--- src/rtl/inport_uart_pkg.sv ---
// Shared types and constants for the serial input-port receiver.
//   rx_state_t  : byte-level receive FSM states
//   BYTE_SLOT_W : width of the byte-slot counter (four bytes per word)
package inport_uart_pkg;

    typedef enum logic [2:0] {
        S_IDLE,
        S_START,
        S_DATA,
        S_STOP,
        S_WAIT_HIGH
    } rx_state_t;

    localparam int BYTE_SLOT_W = 2;

endpackage

--- src/rtl/uart_byte_rx.sv ---
// 8N1 byte receiver: input synchronizer, byte FSM and mid-bit sampling counter.
//   clk, reset  : system clock, asynchronous active-low reset
//   rx          : raw serial line (idles high, asynchronous to clk)
//   byte_data   : received byte, valid while byte_done is high
//   byte_done   : high in the stop-sample cycle of a correctly framed byte
//   frame_err   : registered one-cycle pulse after a stop bit samples low
//   busy        : high whenever the FSM is not idle
//
// state       | meaning
// ------------+------------------------------------------------------
// S_IDLE      | line idle, waiting for a falling edge
// S_START     | counting half a bit to the start-bit centre
// S_DATA      | sampling 8 data bits at bit centres, LSB first
// S_STOP      | waiting for the stop-bit centre
// S_WAIT_HIGH | after a framing error, wait for the line to return high
module uart_byte_rx
    import inport_uart_pkg::*;
#(
    parameter int CLKS_PER_BIT = 434
) (
    input  logic       clk,
    input  logic       reset,
    input  logic       rx,
    output logic [7:0] byte_data,
    output logic       byte_done,
    output logic       frame_err,
    output logic       busy
);

    localparam int CNT_W = (CLKS_PER_BIT > 1) ? $clog2(CLKS_PER_BIT) : 1;
    localparam logic [CNT_W-1:0] HALF_LOAD = CNT_W'(CLKS_PER_BIT / 2 - 1);
    localparam logic [CNT_W-1:0] FULL_LOAD = CNT_W'(CLKS_PER_BIT - 1);

    logic            rx_meta;
    logic            rx_s;
    logic            rx_prev;
    rx_state_t       state;
    rx_state_t       state_nxt;
    logic [CNT_W-1:0] bit_cnt;
    logic [CNT_W-1:0] bit_cnt_nxt;
    logic [2:0]      bit_idx;
    logic [2:0]      bit_idx_nxt;
    logic [7:0]      shift_reg;
    logic [7:0]      shift_nxt;
    logic            frame_err_nxt;
    logic            expired;

    // Synchronizer and edge-detect history all reset to the idle (high) level
    // so that releasing reset never looks like a start edge.
    always_ff @(posedge clk or negedge reset) begin
        if (!reset) begin
            rx_meta <= 1'b1;
            rx_s    <= 1'b1;
            rx_prev <= 1'b1;
        end else begin
            rx_meta <= rx;
            rx_s    <= rx_meta;
            rx_prev <= rx_s;
        end
    end

    always_ff @(posedge clk or negedge reset) begin
        if (!reset) begin
            state     <= S_IDLE;
            bit_cnt   <= '0;
            bit_idx   <= '0;
            shift_reg <= '0;
            frame_err <= 1'b0;
        end else begin
            state     <= state_nxt;
            bit_cnt   <= bit_cnt_nxt;
            bit_idx   <= bit_idx_nxt;
            shift_reg <= shift_nxt;
            frame_err <= frame_err_nxt;
        end
    end

    assign expired = (bit_cnt == '0);

    always_comb begin
        state_nxt     = state;
        bit_cnt_nxt   = expired ? bit_cnt : bit_cnt - 1'b1;
        bit_idx_nxt   = bit_idx;
        shift_nxt     = shift_reg;
        frame_err_nxt = 1'b0;
        byte_done     = 1'b0;
        unique case (state)
            S_IDLE: begin
                if (rx_prev && !rx_s) begin
                    state_nxt   = S_START;
                    bit_cnt_nxt = HALF_LOAD;
                end
            end
            S_START: begin
                if (expired) begin
                    if (rx_s) begin
                        state_nxt = S_IDLE;
                    end else begin
                        state_nxt   = S_DATA;
                        bit_cnt_nxt = FULL_LOAD;
                        bit_idx_nxt = 3'd0;
                    end
                end
            end
            S_DATA: begin
                if (expired) begin
                    shift_nxt   = {rx_s, shift_reg[7:1]};
                    bit_cnt_nxt = FULL_LOAD;
                    bit_idx_nxt = bit_idx + 3'd1;
                    if (bit_idx == 3'd7) begin
                        state_nxt = S_STOP;
                    end
                end
            end
            S_STOP: begin
                if (expired) begin
                    if (rx_s) begin
                        byte_done = 1'b1;
                        state_nxt = S_IDLE;
                    end else begin
                        frame_err_nxt = 1'b1;
                        state_nxt     = S_WAIT_HIGH;
                    end
                end
            end
            S_WAIT_HIGH: begin
                if (rx_s) begin
                    state_nxt = S_IDLE;
                end
            end
            default: begin
                state_nxt = S_IDLE;
            end
        endcase
    end

    // The shift register is complete during the stop-sample cycle, which is
    // exactly when byte_done is asserted.
    assign byte_data = shift_reg;
    assign busy      = (state != S_IDLE);

endmodule

--- src/rtl/inport_uart_rx.sv ---
// Serial-to-parallel input-port producer: assembles four 8N1 bytes, LSB byte
// first, into a 32-bit word presented atomically to the processor input port.
//   clk, reset      : system clock, asynchronous active-low reset
//   in_rx           : raw serial line
//   out_inport_data : last complete word, stable between updates
//   out_word_valid  : one-cycle pulse when out_inport_data updates
//   out_frame_err   : one-cycle pulse on a low stop bit
//   out_timeout     : one-cycle pulse when a partial word is discarded
//   out_busy        : byte receiver is not idle
module inport_uart_rx
    import inport_uart_pkg::*;
#(
    parameter int CLKS_PER_BIT = 434,
    parameter int TIMEOUT_BITS = 20
) (
    input  logic        clk,
    input  logic        reset,
    input  logic        in_rx,
    output logic [31:0] out_inport_data,
    output logic        out_word_valid,
    output logic        out_frame_err,
    output logic        out_timeout,
    output logic        out_busy
);

    localparam int TO_LIMIT = TIMEOUT_BITS * CLKS_PER_BIT;
    localparam int TO_W     = (TO_LIMIT > 1) ? $clog2(TO_LIMIT) : 1;

    logic [7:0]             byte_data;
    logic                   byte_done;
    logic                   byte_busy;
    logic                   frame_err;
    logic [BYTE_SLOT_W-1:0] byte_cnt;
    logic [23:0]            staging;
    logic [TO_W-1:0]        to_cnt;
    logic                   to_hit;

    uart_byte_rx #(
        .CLKS_PER_BIT(CLKS_PER_BIT)
    ) u_byte_rx (
        .clk       (clk),
        .reset     (reset),
        .rx        (in_rx),
        .byte_data (byte_data),
        .byte_done (byte_done),
        .frame_err (frame_err),
        .busy      (byte_busy)
    );

    // to_cnt counts idle cycles with a partial word pending; the hit fires on
    // the TO_LIMIT-th such cycle.
    assign to_hit = !byte_busy && (byte_cnt != '0) && (to_cnt == TO_W'(TO_LIMIT - 1));

    always_ff @(posedge clk or negedge reset) begin
        if (!reset) begin
            to_cnt <= '0;
        end else if (byte_busy || (byte_cnt == '0) || to_hit) begin
            to_cnt <= '0;
        end else begin
            to_cnt <= to_cnt + 1'b1;
        end
    end

    // Byte slot 3 bypasses staging: the last byte goes straight into the
    // output word so that only complete words are ever presented.
    always_ff @(posedge clk or negedge reset) begin
        if (!reset) begin
            byte_cnt        <= '0;
            staging         <= '0;
            out_inport_data <= '0;
            out_word_valid  <= 1'b0;
            out_timeout     <= 1'b0;
        end else begin
            out_word_valid <= 1'b0;
            out_timeout    <= 1'b0;
            if (frame_err) begin
                byte_cnt <= '0;
            end else if (byte_done) begin
                byte_cnt <= byte_cnt + 1'b1;
                unique case (byte_cnt)
                    2'd0:    staging[7:0]   <= byte_data;
                    2'd1:    staging[15:8]  <= byte_data;
                    2'd2:    staging[23:16] <= byte_data;
                    default: begin
                        out_inport_data <= {byte_data, staging};
                        out_word_valid  <= 1'b1;
                    end
                endcase
            end else if (to_hit) begin
                byte_cnt    <= '0;
                out_timeout <= 1'b1;
            end
        end
    end

    assign out_frame_err = frame_err;
    assign out_busy      = byte_busy;

endmodule

--- config.mk ---
export PLATFORM = sky130hd
export DESIGN_NAME = inport_uart_rx
export DESIGN_NICKNAME = d
export VERILOG_FILES = /design/src/rtl/inport_uart_pkg.sv /design/src/rtl/uart_byte_rx.sv /design/src/rtl/inport_uart_rx.sv
export SDC_FILE = /design/constraint.sdc
export NUM_CORES = 1
export LEC_CHECK = 0
export BUFFER_PORTS_ARGS = -buffer_cell sky130_fd_sc_hd__buf_2
export CAP_MARGIN = 0
export CORE_ASPECT_RATIO = 1.75
export CORE_MARGIN = 2
export CORE_UTILIZATION = 48
export CTS_CLUSTER_DIAMETER = 100
export DETAILED_ROUTE_END_ITERATION = 10
export GPL_ROUTABILITY_DRIVEN = 0
export HOLD_SLACK_MARGIN = 0.05
export PLACE_DENSITY = 0.69
export SLEW_MARGIN = 10
export SYNTH_ARGS = -nofsm -noshare
export SYNTH_HDL_FRONTEND = slang
export SYNTH_SLANG_ARGS = --single-unit
--- constraint.sdc ---
create_clock -name clk -period 2.4 [get_ports clk]
set_input_delay 0.48 -clock clk [delete_from_list [all_inputs] [get_ports clk]]
set_output_delay 0.48 -clock clk [all_outputs]
set_load 0.005 [all_outputs]
==> metrics.md, run 1 <==
| Metric | Value |
|---|---|
| Status | completed |
| Most frequent cells in the layout | dfrtp_1 (98), buf_2 (37), mux2_2 (35) |
| Largest stage delay, worst path | 0.52 ns |
| Mapped Area | 4454 um2 |
| Crit-path cells | inv_1 -> ha_4 -> or4b_4 -> buf_4 -> a2111o_1 -> and3b_1 -> a311oi_1 |
| Final worst path period share | 94.19% |
| P&R area growth vs syn | 17.22% |
| Finish-stage setup viols | 0 |
| Reg clk slew, reported paths | 0.06 ns |
| Min-Delay Path Class | input pin to async pin |
| Max cap viols | 0 |
| FP Rows | 46 |
| Post-synth ARST share | 100.0% |
| Die height | 131.4 um |
| Root buf cell | clkbuf_16 |
| DR iter-0 viols | 154 |
| Final Max Slew Viols | 0 |
| Vias in the first global route | 2803 |
| Total power draw | 3.810 mW |
| Worst R2R End | u_byte_rx.bit_cnt[5] |
| Vias | 2754 |
| Worst EP arrival | 2.50 ns |
| Worst-path maximum fanout | 5 |
| Multi-input logic area | 1852 um2 |
| Core footprint | 9036 um2 |
| DRC viols | 0 |
| First-pass GRT wire length | 14120 um |
| Via-per-instance ratio | 5.348 |
| FF+latch count, synth | 101 |
| Largest net degree at the start of global routing | 47 |
| Gr usage total | 17.74% |
| Hold Vio Cnt, Final | 0 |
| Die footprint | 10100 um2 |
| Finished Core Util | 57.78% |
| # hold bufs at CTS | 0 |
| Commonest non-fill, non-tap cell in the layout | dfrtp_1 |
| Die Width | 76.82 um |
| Layout cells sized above 1 | 39.24% |
| Number of flops mapped to enable cells by yosys | 0 |
| CTS max path bufs | 2 |
| Critical R2R Launch | u_byte_rx.bit_cnt[1] |
| IO Pins | 39 |
| Worst-margin pin slew | 0.6206 ns |
| Post-Route WL | 8236 um |
| Worst reg2reg setup slack | 0.14 ns |
| Critical path capture point type | flop |
| Top FF cell, synth | dfrtp_1 |
| HPWL after DPL | 5834 um |
| Slew headroom | 57.55% |
| DP Area | 4876 um2 |
| FF+latch area | 2531 um2 |
| Clk_lat worst skew | 0.34 ns |
| Syn nets | 346 |
| Mean Syn Cell Area | 13.34 um2 |
| Clk sinks | 101 |
| Setup Crit Path Kind | flop to flop |
| Initial Utilization | 49.29% |
| H-tree levels | 3 |
| Leak | 2.634 nW |
| Synth warnings | 0 |
| Synth cell types | 51 |
| I/O Buffers | 38 |
| Num CTS Buffers | 9 |
| Final instance area | 5221 um2 |
| Final Worst Setup Slack | 0.1395 ns |
| Syn Inst Count | 334 |
| Initial antenna violation count | 0 |
| Final TNS setup | 0 ns |
| Setup Skew | 0.003846 ns |
| Fmax | 0.4424 GHz |
| CP Data Required Time | 2.63 ns |
| Worst Reg-to-Reg Cells | 7 |
| Power Density | 729.7 nW/um2 |
| Sequential-to-total area share from yosys stat | 56.83% |
| VDD IR max | 415.5 uV |
| CP Launch Type | flop |
| Placement Setup Slack | 0.05318 ns |
| RSZ-0062 raised after global routing | no |
| Ant. Diodes | 0 |
| ANT nets after route | 0 |
| DRT Pass-1 Iters | 6 |
| Filler cells | 783 |
| Final min period | 2.261 ns |
| Fin nets | 404 |
| Max stage delay cell, worst path | or4b_4 |
| Remaining Overflow, GRT | 0 |
| CTS tree | done |
| Post-DR wirelength/cell | 15.99 um |
-- kinds of logic after synthesis --
kind of cell               after synthesis  share of synthesized area, %
adders and majority gates                9                         2.528
and+or+nand+nor                         95                         11.66
buffers and inverters                   22                         2.444
DFF                                    101                         56.83
muxes                                   66                         19.07
xor gates and xnor gates                15                         2.950
AOI/OAI and AO/OA                       26                         4.523
-- per-stage QoR --
stage	cells	hold slack [ns]
after detailed placement	494	0.3560
after global routing	515	0.1816
final	515	0.1382
after CTS	508	0.1551
after floorplan	334	0.1844
after global placement	494	0.3484
-- registers in the layout (all words and copies together) (netlist names), 2 cells and up --
register	count
byte_cnt	2
out_inport_data	32
staging	24
to_cnt	14
u_byte_rx.bit_cnt	9
u_byte_rx.bit_idx	3
u_byte_rx.byte_data	8
u_byte_rx.state	3
-- layout make-up --
cell class / instances / share of cell area (%)
Inverter: 11 / 0.8867
Clock inverter: 3 / 0.4074
Sequential cell: 101 / 48.48
Tap cell: 120 / 2.876
Multi-Input combinational cell: 211 / 35.47
Timing Repair Buffer: 58 / 7.045
Clock buffer: 11 / 4.841
-- where the power goes --
| group | switching (mW) | internal [mW] |
|---|---|---|
| sequential | 0.105 | 1.80 |
| clock | 0.597 | 0.749 |
| combinational | 0.288 | 0.276 |
-- per-layer routing --
layer | up-vias | wire length (um) | global-route usage [%]
li1 | 1297 | - | -
met4 | 0 | 137 | 6.768
met3 | 10 | 258 | 4.052
met1 | 1403 | 3297 | 20.50
met2 | 44 | 4542 | 31.48
met5 | - | 0 | 0
-- repair_timing --
action,4_1_cts,5_1_grt
endpoints found under the hold margin,0,0
setup buffers,0,7
resized for setup,0,3
setup endpoints to repair,0,33
-- critical path: cells and delay by family, from the launching register on --
kind	cells	cell delay [ns]
AND/OR/NAND/NOR	2	0.71
AO/OA/AOI/OAI	2	0.66
flip-flops	1	0.39
buffers and inverters	2	0.26
adder cells (fa/ha/maj)	1	0.14
-- how the worst max path moves through the flow --
stage / cells after the start / end / start
after floorplan: 11 / u_byte_rx.bit_cnt[0] / u_byte_rx.bit_cnt[0]
after global placement: 7 / staging[18] / u_byte_rx.bit_cnt[1]
after detailed placement: 10 / u_byte_rx.bit_cnt[0] / u_byte_rx.bit_cnt[1]
after CTS: 10 / u_byte_rx.bit_cnt[0] / u_byte_rx.bit_cnt[1]
after global routing: 10 / u_byte_rx.bit_cnt[0] / u_byte_rx.bit_cnt[1]
final: 7 / u_byte_rx.bit_cnt[5] / u_byte_rx.bit_cnt[1]
-- synthesized netlist by cell type (2+ instances only) --
cell type | number | share of area, %
dfrtp_1 | 98 | 55
mux2_2 | 35 | 8.8
mux2_4 | 29 | 9.8
nor2_1 | 27 | 2.3
nand2_1 | 14 | 1.2
nand3_1 | 12 | 1.3
xnor2_1 | 12 | 2.4
inv_1 | 10 | 0.84
ha_1 | 9 | 2.5
nor3_1 | 7 | 0.79
nand2b_1 | 6 | 0.84
nor4_1 | 6 | 0.84
clkbuf_1 | 5 | 0.42
a211oi_1 | 3 | 0.51
a21oi_1 | 3 | 0.34
buf_2 | 3 | 0.34
buf_6 | 3 | 0.76
dfstp_2 | 3 | 1.8
nand2_2 | 3 | 0.42
o211ai_1 | 3 | 0.51
or4_1 | 3 | 0.51
xor2_1 | 3 | 0.59
a22o_1 | 2 | 0.39
a311oi_1 | 2 | 0.39
mux2i_1 | 2 | 0.45
nor4b_1 | 2 | 0.39
o21a_1 | 2 | 0.34
o21ai_0 | 2 | 0.22
or3_1 | 2 | 0.28
or4b_1 | 2 | 0.45
Note: power is estimated with default switching activity, not from simulation.
==> inputs of run 2 (changes only) <==
--- a/config.mk
+++ b/config.mk
@@ -14,8 +14,10 @@
 export DETAILED_ROUTE_END_ITERATION = 10
 export GPL_ROUTABILITY_DRIVEN = 0
 export HOLD_SLACK_MARGIN = 0.05
+export MAX_ROUTING_LAYER = met4
 export PLACE_DENSITY = 0.69
 export SLEW_MARGIN = 10
 export SYNTH_ARGS = -nofsm -noshare
 export SYNTH_HDL_FRONTEND = slang
+export SYNTH_HIERARCHICAL = 1
 export SYNTH_SLANG_ARGS = --single-unit
==> run 2 against run 1 <==
Maximum frequency down 5.6%. Register-to-register slack worse by 0.13 ns. Synthesized area down 3.8%. Sequential share of layout area down 0.43 points. Clock power up 4%. Critical path depth up 4. Power up 0.97%. Routed wire length down 3.4%. Critical endpoint is now staging[8]. Largest power group unchanged.
==> metrics.md, run 2 <==
| Metric | Value |
|---|---|
| Via-per-instance ratio | 5.279 (-1.3%) |
| Critical path capture point type | flop |
| Initial antenna violation count | 0 (unchanged) |
| Die footprint | 9724 um2 (-3.7%) |
| Hold Crit Depth | 1 |
| Synth top area share | 57.26% (+2.2 points) |
| Worst Reg-to-Reg Cells | 11 (+4) |
| Status | completed |
| Hold_sp | in_rx |
| Worst R2R End | staging[8] |
| Placed Cells | 496 (+0.40%) |
| Finish-stage setup viols | 0 (unchanged) |
| Core footprint | 8671 um2 (-4.0%) |
| Vias in the first global route | 2812 (+0.32%) |
| Net Sw Frac | 25.27% (-0.70 points) |
| Worst EP arrival | 2.62 ns (+0.12 ns) |
| Setup Skew | 0.006852 ns (+0.003006 ns) |
| Critical R2R Launch | u_byte_rx/bit_cnt[0] |
| FF+latch count, synth | 101 (unchanged) |
| Largest register FFs | 32 (unchanged) |
| Power Density | 730.3 nW/um2 (about the same) |
| Num CTS Buffers | 9 (unchanged) |
| Switching power | 0.9720 mW (-1.8%) |
| Largest registers | out_inport_data: 32 flops, staging: 24 flops, to_cnt: 14 flops |
| Internal power | 2.875 mW (+1.9%) |
| Leak | 2.667 nW (+1.2%) |
| Worst-path maximum fanout | 5 (unchanged) |
| RSZ-0062 raised after global routing | yes |
| IO Pins | 39 (unchanged) |
| Comb pwr share | 14.1% (-0.7 points) |
| Die Width | 75.41 um (-1.8%) |
| Final Max Slew Viols | 0 (unchanged) |
| Worst-margin pin slew | 0.5221 ns (-0.09854 ns) |
| Final worst path period share | 99.80% (+5.6 points) |
| Die height | 129.0 um (-1.9%) |
| Top FF cell, synth | dfrtp_1 |
| Remaining Overflow, GRT | 0 (unchanged) |
| ANT nets after route | 0 (unchanged) |
| Worst reg2reg setup slack | 0.005 ns (-0.13 ns) |
| Setup Crit Path Kind | flop to flop |
| Root buf cell | clkbuf_16 |
| First-pass GRT wire length | 13030 um (-7.7%) |
| Fin nets | 415 (+2.7%) |
| Layout cells sized above 1 | 42.86% (+3.6 points) |
| FP Rows | 45 (-2.2%) |
| Post-synth ARST share | 100.0% (unchanged) |
| Top cells by area, synth | dfrtp_1 (57%), mux2_2 (17%), ha_1 (2.9%) |
| Mean Syn Cell Area | 13.18 um2 (-1.2%) |
| Synth cell types | 46 (-9.8%) |
| Min-Delay Path Class | input pin to flop |
| Clk sinks | 101 (unchanged) |
| Post-DR wirelength/cell | 15.21 um (-4.9%) |
| Final TNS setup | 0 ns (unchanged) |
| Most frequent cells in the layout | dfrtp_1 (98), mux2_2 (63), buf_2 (37) |
| H-tree levels | 3 (unchanged) |
| Top post-synthesis cells by count | dfrtp_1 (98), mux2_2 (63), nor2_1 (22) |
| Largest net degree at the start of global routing | 40 (-15%) |
| DRT Pass-1 Iters | 4 (-2) |
| DR iter-0 viols | 166 (+7.8%) |
| Syn nets | 338 (-2.3%) |
| Slew headroom | 65.12% (+7.6 points) |
| HPWL after DPL | 5481 um (-6.1%) |
| Ant. Diodes | 0 (unchanged) |
| Initial Utilization | 49.39% (+0.10 points) |
| CP Launch Type | flop |
| Clock share of power | 36.5% (+1.2 points) |
| Post-Route WL | 7954 um (-3.4%) |
| Critical Path Start | u_byte_rx/bit_cnt[0] |
| Area leader, netlist | dfrtp_1 |
| P&R area growth vs syn | 22.99% |
| Fmax | 0.4175 GHz (-5.6%) |
| Syn Inst Count | 325 (-2.7%) |
| Max cap viols | 0 (unchanged) |
| Mapped Area | 4283 um2 (-3.8%) |
| Finished Layout Cells | 523 (+1.6%) |
| Synth warnings | 6 (+6) |
| Total power draw | 3.847 mW (+0.97%) |
| Final min period | 2.395 ns (+0.1346 ns) |
| Hold Vio Cnt, Final | 0 (unchanged) |
| I/O Buffers | 38 (unchanged) |
| Reg clk slew, reported paths | 0.06 ns (about the same) |
| Number of flops mapped to enable cells by yosys | 0 (unchanged) |
| Vias | 2761 (+0.25%) |
| CP Data Required Time | 2.63 ns (about the same) |
| CTS tree | done |
| DRC viols | 0 (unchanged) |
| Biggest register | out_inport_data |
| VDD IR max | 391.3 uV (-5.8%) |
| CTS max path bufs | 2 (unchanged) |
| Cell with the most instances after synthesis | dfrtp_1 |
| Clk_lat worst skew | 0.34 ns (about the same) |
| Hold Path Sink | u_byte_rx/rx_meta |
| Gr usage total | 18.27% (+0.53 points) |
| Sequential-to-total area share from yosys stat | 59.10% (+2.3 points) |
| Flop pwr share | 49.4% (-0.5 points) |
| Commonest non-fill, non-tap cell in the layout | dfrtp_1 |
## run 2: area by class of cell
class	count	area [um2]
Clock buffer	9	225.2
Clock inverter	6	65.06
Fill cell	743	3403
Inverter	9	36.28
Multi-Input combinational cell	206	1729
Sequential cell	101	2531
Tap cell	117	146.4
Timing Repair Buffer	75	534.3
## run 2: how the worst max path moves through the flow
stage,end,slack (ns)
floorplan,staging[0],-0.02
global placement,staging[4],0.04
detailed placement,staging[6],-0.06
CTS,staging[15],0.03
global route,staging[8],-0.1
finish,staging[8],0.005
## run 2: per-stage QoR
stage          area, um2  worst slack (ns)  utilization [%]  hold WS, ns
2_1_floorplan       4327          -0.02335                -       0.1844
3_3_place_gp        4835           0.03838            55.76       0.3466
3_5_place_dp        4835          -0.06257            55.76       0.3482
4_1_cts             5240           0.03154            60.43       0.2198
5_1_grt             5268          -0.09534            60.75       0.2193
6_report            5268          0.004875            60.75       0.2329
## run 2: power by group through the flow
stage               combinational, mW  sequential (mW)  clock, mW
floorplan                       0.285             1.92          0
global placement                0.465             1.92          0
detailed placement              0.476             1.93          0
CTS                             0.523             1.90       1.45
global route                    0.605             1.91       1.54
finish                          0.542             1.90       1.41
## run 2: critical path: stages, from the launching register on
cell     delay [ns]
dfrtp_1        0.39
inv_2          0.08
ha_4           0.13
nor4b_4        0.23
nand3_2        0.14
or3b_4         0.42
nor2_4         0.10
nor2b_4        0.15
buf_6          0.12
nand2_1        0.08
buf_4          0.16
mux2_2         0.27
## run 2: cells by family after synthesis
logic type	after synthesis	share of synthesized area (%)
flops	101	59.10
simple gates	87	11.39
mux	65	17.06
compound gates	31	5.025
buf+inv	18	1.840
xor+xnor	13	2.659
fa+ha+maj	10	2.921
## run 2: repair_timing
item / 4_1_cts / 5_1_grt
setup endpoints to repair: 56 / 58
endpoints found under the hold margin: 15 / 0
pin swaps: 3 / 4
setup buffers: 11 / 1
hold buffers: 1 / 0
resized for setup: 9 / 6
## run 2: layer usage
| metal | track usage [%] | share of wire (%) |
|---|---|---|
| met2 | 30.38 | 53 |
| met1 | 20.14 | 41 |
| met4 | 8.462 | 2.5 |
| met5 | - | 0 |
| met3 | 4.307 | 3.2 |
